## src/rtl/seg7_scan.sv

```systemverilog
// Four-digit 7-segment scan driver: rotates one 3-bit digit code per slot onto A/B/C with an active-low digit select.
// Optional leading-zero suppression is compiled in with SEG7_SCAN_LEADZERO_EN.
module seg7_scan #(
  parameter int unsigned SCAN_DIV = 50000,
  parameter int unsigned DIV_W    = 16
) (
  input  logic        CLK,
  input  logic        RST_N,
  input  logic        EN,
  input  logic        LOAD,
  input  logic [11:0] DATA,
  input  logic [3:0]  BLANK,
  output logic        A,
  output logic        B,
  output logic        C,
  output logic [3:0]  DIGIT_SEL,
  output logic        TICK
);

  localparam logic [DIV_W-1:0] LP_LAST = DIV_W'(SCAN_DIV - 1);

  logic [11:0]      r_shadow;
  logic [DIV_W-1:0] r_cnt;
  logic [1:0]       r_idx;
  logic [2:0]       r_abc;
  logic [3:0]       r_sel;
  logic             r_tick;

  logic [1:0] w_idx_next;
  logic [2:0] w_digit;
  logic [3:0] w_lz_dark;
  logic       w_dark;
  logic       w_boundary;

`ifdef SEG7_SCAN_LEADZERO_EN
  // Digit k goes dark when it and every more-significant digit are zero; digit 0 always shows.
  logic w_z1, w_z2, w_z3;
  assign w_z1      = (r_shadow[5:3]  == 3'd0);
  assign w_z2      = (r_shadow[8:6]  == 3'd0);
  assign w_z3      = (r_shadow[11:9] == 3'd0);
  assign w_lz_dark = {w_z3, w_z3 & w_z2, w_z3 & w_z2 & w_z1, 1'b0};
`else
  assign w_lz_dark = '0;
`endif

  always_comb begin
    w_idx_next = r_idx + 2'd1;
    w_digit    = r_shadow[2:0];
    case (w_idx_next)
      2'd0: w_digit = r_shadow[2:0];
      2'd1: w_digit = r_shadow[5:3];
      2'd2: w_digit = r_shadow[8:6];
      2'd3: w_digit = r_shadow[11:9];
      default: w_digit = r_shadow[2:0];
    endcase
    w_dark     = BLANK[w_idx_next] | w_lz_dark[w_idx_next];
    w_boundary = (r_cnt == LP_LAST);
  end

  // The boundary reads the pre-edge shadow, so a LOAD on that same edge shows up one frame later.
  always_ff @(posedge CLK or negedge RST_N) begin
    if (!RST_N) begin
      r_shadow <= '0;
      r_cnt    <= '0;
      r_idx    <= 2'd3;
      r_abc    <= '0;
      r_sel    <= '1;
      r_tick   <= 1'b0;
    end else begin
      if (LOAD) begin
        r_shadow <= DATA;
      end
      if (!EN) begin
        r_cnt  <= '0;
        r_sel  <= '1;
        r_tick <= 1'b0;
      end else if (w_boundary) begin
        r_cnt  <= '0;
        r_idx  <= w_idx_next;
        r_abc  <= w_digit;
        r_sel  <= w_dark ? 4'b1111 : ~(4'b0001 << w_idx_next);
        r_tick <= 1'b1;
      end else begin
        r_cnt  <= r_cnt + 1'b1;
        r_tick <= 1'b0;
      end
    end
  end

  assign A         = r_abc[2];
  assign B         = r_abc[1];
  assign C         = r_abc[0];
  assign DIGIT_SEL = r_sel;
  assign TICK      = r_tick;

endmodule

```

## config.mk

```make
export PLATFORM = sky130hd
export DESIGN_NAME = seg7_scan
export DESIGN_NICKNAME = d
export VERILOG_FILES = /design/src/rtl/seg7_scan.sv
export SDC_FILE = /design/constraint.sdc
export NUM_CORES = 1
export LEC_CHECK = 0
export ABC_CLOCK_PERIOD_IN_PS = 2700
export CORE_ASPECT_RATIO = 1.2
export CORE_UTILIZATION = 34
export DETAILED_ROUTE_END_ITERATION = 8
export SLEW_MARGIN = 20
export SYNTH_ARGS = -nofsm -noshare
export SYNTH_HDL_FRONTEND = slang
export SYNTH_SLANG_ARGS = --single-unit
```

## constraint.sdc

```tcl
create_clock -name CLK -period 2.7 [get_ports CLK]
set_input_delay 0.405 -clock CLK [delete_from_list [all_inputs] [get_ports CLK]]
set_output_delay 0.405 -clock CLK [all_outputs]
set_load 0.01 [all_outputs]
```

==> results of run 1 <==
## path summary, 6_finish.rpt
check,start,to
worst max-delay path,r_idx[0],DIGIT_SEL[1]
worst min-delay path,r_cnt[0],r_cnt[0]
worst max register to register,r_idx[0],DIGIT_SEL[1]
worst min register to register,r_cnt[0],r_cnt[0]
max in group asynchronous,RST_N,DIGIT_SEL[0]
min in group asynchronous,RST_N,r_shadow[10]
## per-layer routing
metal  vias to the layer above  global-route usage, %
met3                         2                   4.21
met5                         -                      0
li1                        581                      -
met2                        32                   26.9
met1                       616                   17.9
met4                         0                   6.25
## flip-flops by register name, summed over array words and instances (netlist names)
signal     cells
DIGIT_SEL      4
TICK           1
r_cnt         16
r_idx          2
r_abc          3
r_shadow      12
## final cells by class
| class | count | area (µm²) | area share [%] |
|---|---|---|---|
| flip-flops and latches | 38 | 958 | 43.1 |
| multi-input cells | 100 | 782 | 35.1 |
| repair buffers | 28 | 278 | 12.5 |
| clock buffers | 8 | 110 | 4.95 |
| well taps | 60 | 75.1 | 3.37 |
| inverters | 6 | 22.5 | 1.01 |
## logic make-up (layout without fill, tap and decap cells)
group           Yosys count  in the layout  synth area share [%]
compound gates           10             10                  4.49
xor+xnor                 15             15                  7.37
fa+ha+maj                 6              6                  4.21
buf+inv                   9             42                  2.39
flops                    38             38                  53.8
mux                      17             17                  12.2
simple gates             52             52                  15.6
## power by group
group / internal [mW] / switching, mW / total (mW) / leakage, nW
clock: 0.258 / 0.192 / 0.449 / 0.0575
combinational: 0.0537 / 0.0365 / 0.0902 / 0.368
sequential: 0.593 / 0.0167 / 0.609 / 0.480
## worst reg2reg max path: cells and delay by family (launching register included)
kind                       cells  cell delay (ns)
adders and majority gates      1             0.32
AOI/OAI and AO/OA              1             0.14
and+or+nand+nor                1             0.33
DFF                            1             0.60
buffers and inverters          1             0.08
muxes                          1             0.32
## layout by cell type, fill, tap and decap left out
| cell | n |
|---|---|
| dfrtp_1 | 32 |
| clkdlybuf4s50_1 | 27 |
| nor2_1 | 18 |
| xnor2_1 | 14 |
| mux2_2 | 12 |
| clkbuf_8 | 8 |
| nand2_1 | 7 |
| dfstp_2 | 6 |
| inv_1 | 6 |
| ha_1 | 6 |
| nand4_1 | 5 |
| nand3_1 | 5 |
| nor3_1 | 5 |
| a2bb2oi_1 | 4 |
| mux2_4 | 4 |
| and3_1 | 3 |
| nor4_1 | 3 |
| a222oi_1 | 3 |
| o21ai_0 | 3 |
| and4bb_2 | 2 |
| nor4b_2 | 1 |
| xor2_1 | 1 |
| or3_1 | 1 |
| mux4_2 | 1 |
| nor4_2 | 1 |
| or2_1 | 1 |
| buf_4 | 1 |
## per-stage QoR
step | hold WS, ns | utilization [%] | worst slack, ns | std cells
after floorplan | 0.109 | - | 1.03 | 147
after global placement | 0.478 | 42.5 | 0.784 | 232
after detailed placement | 0.485 | 42.5 | 0.830 | 232
after CTS | 0.495 | 44.7 | 0.818 | 240
after global routing | 0.513 | 44.7 | 0.704 | 240
final | 0.490 | 44.7 | 0.827 | 240
==> results, run 1 <==
- Dividing the final minimum period by the clock period gives 69.4%.
- The root buffer selected by CTS is clkbuf_8.
- The number of flops mapped to enable cells by yosys is 0.
- The first global-routing pass estimated 6270 µm of wire.
- The total number of H-tree levels is 2.
- The share of Yosys cell area claimed by the top area cell type is 44.9%.
- Setup repair after global routing left no endpoint under its margin.
- The worst setup path is launched from a register.
- The number of antenna violations at the first check in global routing is 0.
- The estimated wirelength of the detail-placed design is 2740 µm.
- The synthesized netlist occupies a cell area of 0.00178 mm².
- The category of cells accounting for the largest share of critical-path delay is flip-flops.
- For this configuration, the core starts out at a cell density of 35.8%.
- IR analysis of the VDD net gives a maximum drop of 0.331 mV.
- The final number of hold-violating endpoints is 0.
- After clock tree synthesis, the clock-pin slew on the worst setup and hold paths is 0.07 ns.
- Entering global routing, the biggest net connects 39 pins.
- The normalized max-slew margin is 60.1%.
- In this run the mean area of a mapped cell was 12.1 µm².
- Setup violations remaining at the end of the flow were counted as 0.
- The number of buffers created by CTS is 5.
- After synthesis, the share of flip-flops with an asynchronous set or reset is 100%.
- The sink count of the clock tree is 38.
- Counting instances, the worst hold path has a depth of 1.
- Overall power consumption after layout is estimated at 1.15 mW.
- Global routing finished with a remaining overflow of 0.
- Dividing total power by cell area gives a power density of 516 mW/mm².
- The worst clock skew is 0.00426 ns.
- The number of antenna diodes in the final layout is 0.
- The clock reaches the later pin of the worst-skew pair after 0.29 ns.
- Counting the fill cells in the layout gives 469.
- For this design the static power due to leakage is 0.906 nW.
- The number of buffers and inverters on the critical path is 1.
- For this run, the register share of the synthesized area comes to 53.8%.
- Signal routing reaches up to met4.
- The met2 wire length is 1900 µm.
- The routed length per instance is 15.7 µm.
- The final layout contains routed wiring with a total length of 3760 µm.
- Among all flip-flop cells after synthesis, the most frequent one is dfrtp_1.
- After synthesis, the most frequently instantiated cells are dfrtp_1, nor2_1, xnor2_1.
- Compared with the post-synthesis result, the final layout area differs by 24.8%.
- The number of vias per cell after detailed routing is 5.13.
- From left edge to right edge, the die measures 68.1 µm.
- The highest fanout seen on the critical path is 6.
- In this run, distinct cell masters in the synthesized netlist total 27.
- The die covers 0.00554 mm².
- Once detail routing completed, the nets flagged for antenna violations numbered 0.
- The post-CTS resize count is 0.
- The largest incremental delay on the critical path is 0.60 ns.
- The global-route total usage across every layer is 15.6%.
- TritonCTS built the clock tree.
- The proportion of layout cells with a drive suffix above 1 is 20.0%.
- The number of logic stages on the critical path including buffering is 5.
- The smallest clock period supported by the final layout is computed as 1.87 ns.
- By area the synthesized netlist is led by dfrtp_1, dfstp_2, mux2_2.
- Once the clock tree was built, the setup fixing pass inserted 0 buffers.
- The routed layout has 1231 vias.
- The number of hold-repair buffers added at the cts stage is 0.
- The post-route standard cell area excluding fillers is 0.00223 mm².
- In this run the tool buffered the top-level ports with 27 buffer cells.
- Data on the critical path arrives at its endpoint at 2.07 ns.
- Pin placement for this block handled 28 I/O pins.
- For the final routed database, the setup TNS stands at 0 ns.
- The largest total area in the synthesized netlist belongs to dfrtp_1.
- The critical path goes through inv_1 > ha_1 > mux4_2 > nor4_2 > a2bb2oi_1.
- The placed instances occupy a cell area of 0.00212 mm².
- The floorplan step set the die height to 81.3 µm.
- The number of detailed-routing iterations run before antenna repair is 4.
- The warning count from the yosys run is 0.
- The net count of the finished layout is 205.
- The via count of the first global-routing pass is 1319.
- Synthesis produced a netlist with a net count of 173.
- The synthesized instance count is 147.
- The floorplan core area is 0.00497 mm².
- The site row count is 28.
- The class of the tightest hold or removal check is reg2reg.
- Among all cell types in the netlist, the one instantiated most often is dfrtp_1.
- The cell depth of the worst flop-to-flop path is 5.
- The DRC violations left is 0.
- At the end of routability-driven placement, the weighted congestion stood at 0.779.
- For this run, the top clock speed supported by timing is 534 MHz.
- The slew of the pin with the lowest slew margin is 0.596 ns.
- The longest clock path from root to sink contains 2 buffers.
- The flow ran to the end, and the final reports show no timing, DRC or antenna violations.
- STA puts the critical path data required time at 2.90 ns.
- The number of synthesized register bits is 38.
- The critical path is of the reg2reg type.
- The count of max-cap constraint violations is 0.
- In this run, the number of DRC markers left after iteration 0 of detailed routing was 76.
- In the detailed route, the total length drawn on met3 is 208 µm.
- The number of pins exceeding their max-slew limit in the final report came to 0.
- The capturing element type of the critical path is a register.
- The minimum setup slack among reg-to-reg paths is 0.83 ns.
- The largest individual stage delay along the critical path comes from the cell dfstp_2.
- For this block, wires on met1 add up to 1640 µm.
(Power assumes the default switching activity.)
==> inputs of run 2 (changes only) <==
ABC_CLOCK_PERIOD_IN_PS = 1600   (was 2700)
clock period = 1.6 ns   (was 2.7 ns; I/O delays follow)
==> run 2 against run 1 <==
Compared with the run above: the flow now finishes with violations (negative setup slack); clock-buffer cell count is 1 lower; register-to-register slack worse by 0.94 ns; non-clock buffer count is 30 higher; largest cell class unchanged; die area stayed put; wire length is 4.6% higher; fmax is 9.5% higher; flip-flop and latch count stayed put; hold slack worse by 0.16 ns; largest power group unchanged.
==> results, run 2 (same netlist as run 1, synthesis figures left out) <==
- Outcome: finished, violations left (was completed).
- The checks that failed: negative setup slack.
- The largest register by flop count is r_cnt (unchanged).
- The worst IR drop on VDD is 0.462 mV (was 0.331 mV).
- The number of standard cells in the final layout excluding fillers is 270 (was 240).
- The proportion of layout cells with a drive suffix above 1 is 34.3% (was 20.0%).
- The share of the core filled with cells in the final layout is 50.6% (was 44.7%).
- The startpoint-to-endpoint class of the critical path was reg2reg (unchanged).
- The number of vias per cell after detailed routing is 5.00 (was 5.13).
- The tightest hold margin is 0.334 ns (was 0.490 ns).
- The critical path startpoint is r_idx[0] (unchanged).
- The vertical die dimension is 81.3 µm (unchanged).
- The post-route standard cell area excluding fillers is 0.00251 mm² (was 0.00223 mm²).
- The part of the power in registers came to 54.2% (was 53.0%).
- The count of input and output buffers came to 27 (unchanged).
- The estimated wirelength of the detail-placed design is 2980 µm (was 2740 µm).
- The clock transition at the registers of the reported paths was 0.07 ns (about the same).
- The count of max-cap constraint violations is 0 (unchanged).
- The routed length per instance is 14.6 µm (was 15.7 µm).
- The worst setup slack after layout is -0.111 ns (was 0.827 ns).
- The floorplan core area is 0.00497 mm² (unchanged).
- The fill cell instance count of the final layout is 437 (was 469).
- The wire length of the first global-routing pass is 6250 µm (was 6270 µm).
- The total cell area at the placement stage came to 0.00239 mm² (was 0.00212 mm²).
- The achievable clock frequency is 585 MHz (was 534 MHz).
- The largest net degree at the start of global routing is 39 (unchanged).
- The shortest clock period the worst path allows after layout was 1.71 ns (was 1.87 ns).
- The post-placement cell count is 261 (was 232).
- The initial DRC count came to 57 (was 76).
- The number of detailed-routing iterations run before antenna repair is 4 (unchanged).
- The number of ports placed on the die boundary came to 28 (unchanged).
- The normalized max-slew margin is 74.5% (was 60.1%).
- The effective utilization at floorplan is 35.8% (unchanged).
- The number of antenna cells inserted is 0 (unchanged).
- The floorplan die area is 0.00554 mm² (unchanged).
- The routability-driven placement congestion ratio is 0.790 (was 0.779).
- The relative area change from synthesis to final layout is 41.1% (was 24.8%).
- The clock insertion delay at the later pin of the skew report came to 0.28 ns (was 0.29 ns).
- The DRC violations left is 0 (unchanged).
- The proportion of power drawn by combinational gates came to 10.8% (was 7.9%).
- The reported net switching power is 0.418 mW (was 0.245 mW).
- The highest fanout seen on the critical path was 4 (was 6).
- The standard cell with the maximum stage delay on the critical path is dfstp_2 (unchanged).
- The total via count after detailed routing was 1350 (was 1231).
- The sink count of the clock tree was 38 (unchanged).
- The final wirelength is 3930 µm (was 3760 µm).
- The site row count is 28 (unchanged).
- Cell-by-cell trace of the critical path: inv_4 > ha_4 > a222oi_1 > o21ai_1 > mux2_4 (was inv_1 > ha_1 > mux4_2 > nor4_2 > a2bb2oi_1).
- The multi-input combinational cell area was 835 µm² (was 782 µm²).
- The clock tree from TritonCTS is done (unchanged).
- The required time of the critical path came to 1.77 ns (was 2.90 ns).
- The die width is 68.1 µm (unchanged).
- The internal power component was 1.47 mW (was 0.904 mW).
- The total number of H-tree levels is 2 (unchanged).
- The root buffer selected by CTS is clkbuf_8 (unchanged).
- The leftover overflow at the end of global routing is 0 (unchanged).
- The capturing element type of the critical path is a register (unchanged).
- The worst clock skew is 0.00828 ns (was 0.00426 ns).
- Commonest cells after routing, fill and taps aside: dfrtp_1, buf_4, clkdlybuf4s50_1, nor2_1, xnor2_1 (was dfrtp_1, clkdlybuf4s50_1, nor2_1, xnor2_1, mux2_2).
- The combined flip-flop and latch cell area is 958 µm² (unchanged).
- The element type at the critical path start is a register (unchanged).
- The summed negative setup slack over all endpoints came to -0.598 ns (was 0 ns).
- The slew of the pin with the lowest slew margin is 0.379 ns (was 0.596 ns).
- The data arrival time of the critical path is 1.88 ns (was 2.07 ns).
- The number of nets at the end of the flow was 235 (was 205).
- The maximum buffer depth of the clock tree is 2 (unchanged).
- The number of pins exceeding their max-slew limit in the final report is 0 (unchanged).
- The startpoint of the worst register-to-register path is r_idx[0] (unchanged).
- The class of the tightest hold or removal check is in2async (was reg2reg).
- The power per cell area is 752 mW/mm² (was 516 mW/mm²).
- The via count of the first global-routing pass is 1383 (was 1319).
- The clock share of power is 35.1% (was 39.1%).
- The global-route total usage across every layer is 15.7% (was 15.6%).
- The largest incremental delay on the critical path is 0.57 ns (was 0.60 ns).
- The switching share of total power is 22.1% (was 21.3%).
- The commonest non-fill, non-tap cell in the layout is dfrtp_1 (unchanged).
- The number of flip-flops under the largest register name is 16 (unchanged).
- The setup violation total in the final timing report was 7 (was 0).
- The number of antenna violations at the first check in global routing is 0 (unchanged).
- The share of the cycle needed by the critical path after routing is 107% (was 69.4%).
- The final number of hold-violating endpoints was 0 (unchanged).
- The static power due to leakage is 1.06 nW (was 0.906 nW).
- The number of buffers created by CTS is 5 (unchanged).
- Unrepaired setup endpoints after global routing: true (was false).
- The count of nets left with antenna violations after detail routing is 0 (unchanged).
-- run 2: path summary, 6_finish.rpt --
kind / slack, ns / to / cells past startpoint
min reg2reg: 0.51 / DIGIT_SEL[2] / 1
max in group asynchronous: 1.00 / DIGIT_SEL[3] / 2
max: -0.11 / r_abc[1] / 5
max reg2reg: -0.11 / r_abc[1] / 5
min in group CLK: 0.51 / DIGIT_SEL[2] / 1
min: 0.33 / r_shadow[1] / 2
-- run 2: cell type report --
type,count,area share [%]
flip-flops and latches,38,38.1
multi-input cells,100,33.2
repair buffers,58,21.1
clock buffers,7,3.43
well taps,60,2.99
inverters,6,0.995
clock inverters,1,0.199
-- run 2: metrics by stage --
step                setup WS [ns]  total power [mW]
floorplan                 -0.0357              1.11
finish                     -0.111              1.89
global placement           -0.127              1.23
CTS                        -0.129              1.92
detailed placement         -0.162              1.24
global route               -0.203              1.98
-- run 2: metal layers --
metal  wire length, µm  GRT usage [%]  share of wire [%]  vias to the layer above
met5                 0              0                  0                        -
met4                44           6.25                1.1                        0
met3               212           3.23                5.4                        5
met2              2010           28.0                 51                       32
met1              1660           17.8                 42                      672
li1                  -              -                  -                      641
-- run 2: power groups by stage --
stage               Clock (mW)  Combinational, mW  Sequential (mW)
floorplan                    0             0.0769             1.04
global route             0.733              0.223             1.03
global placement             0              0.194             1.04
detailed placement           0              0.202             1.04
finish                   0.663              0.203             1.02
CTS                      0.691              0.205             1.02
-- run 2: worst max-delay path: cells and delay by family (launching register included) --
kind            cells  cell delay, ns
flops               1            0.57
mux                 1            0.28
fa+ha+maj           1            0.16
compound gates      2            0.53
buf+inv             1            0.05
-- run 2: repair_timing --
item,in CTS,in global routing
pin swaps,6,8
setup endpoints to repair,11,13
buffers inserted,0,1
hold buffers,0,0
resized for setup,7,5
==> inputs of run 3 (changes only) <==
CORE_MARGIN = 1   (was default)
==> results of run 3 <==
No change in the layout: final DEF, timing and power equal those of run 2.
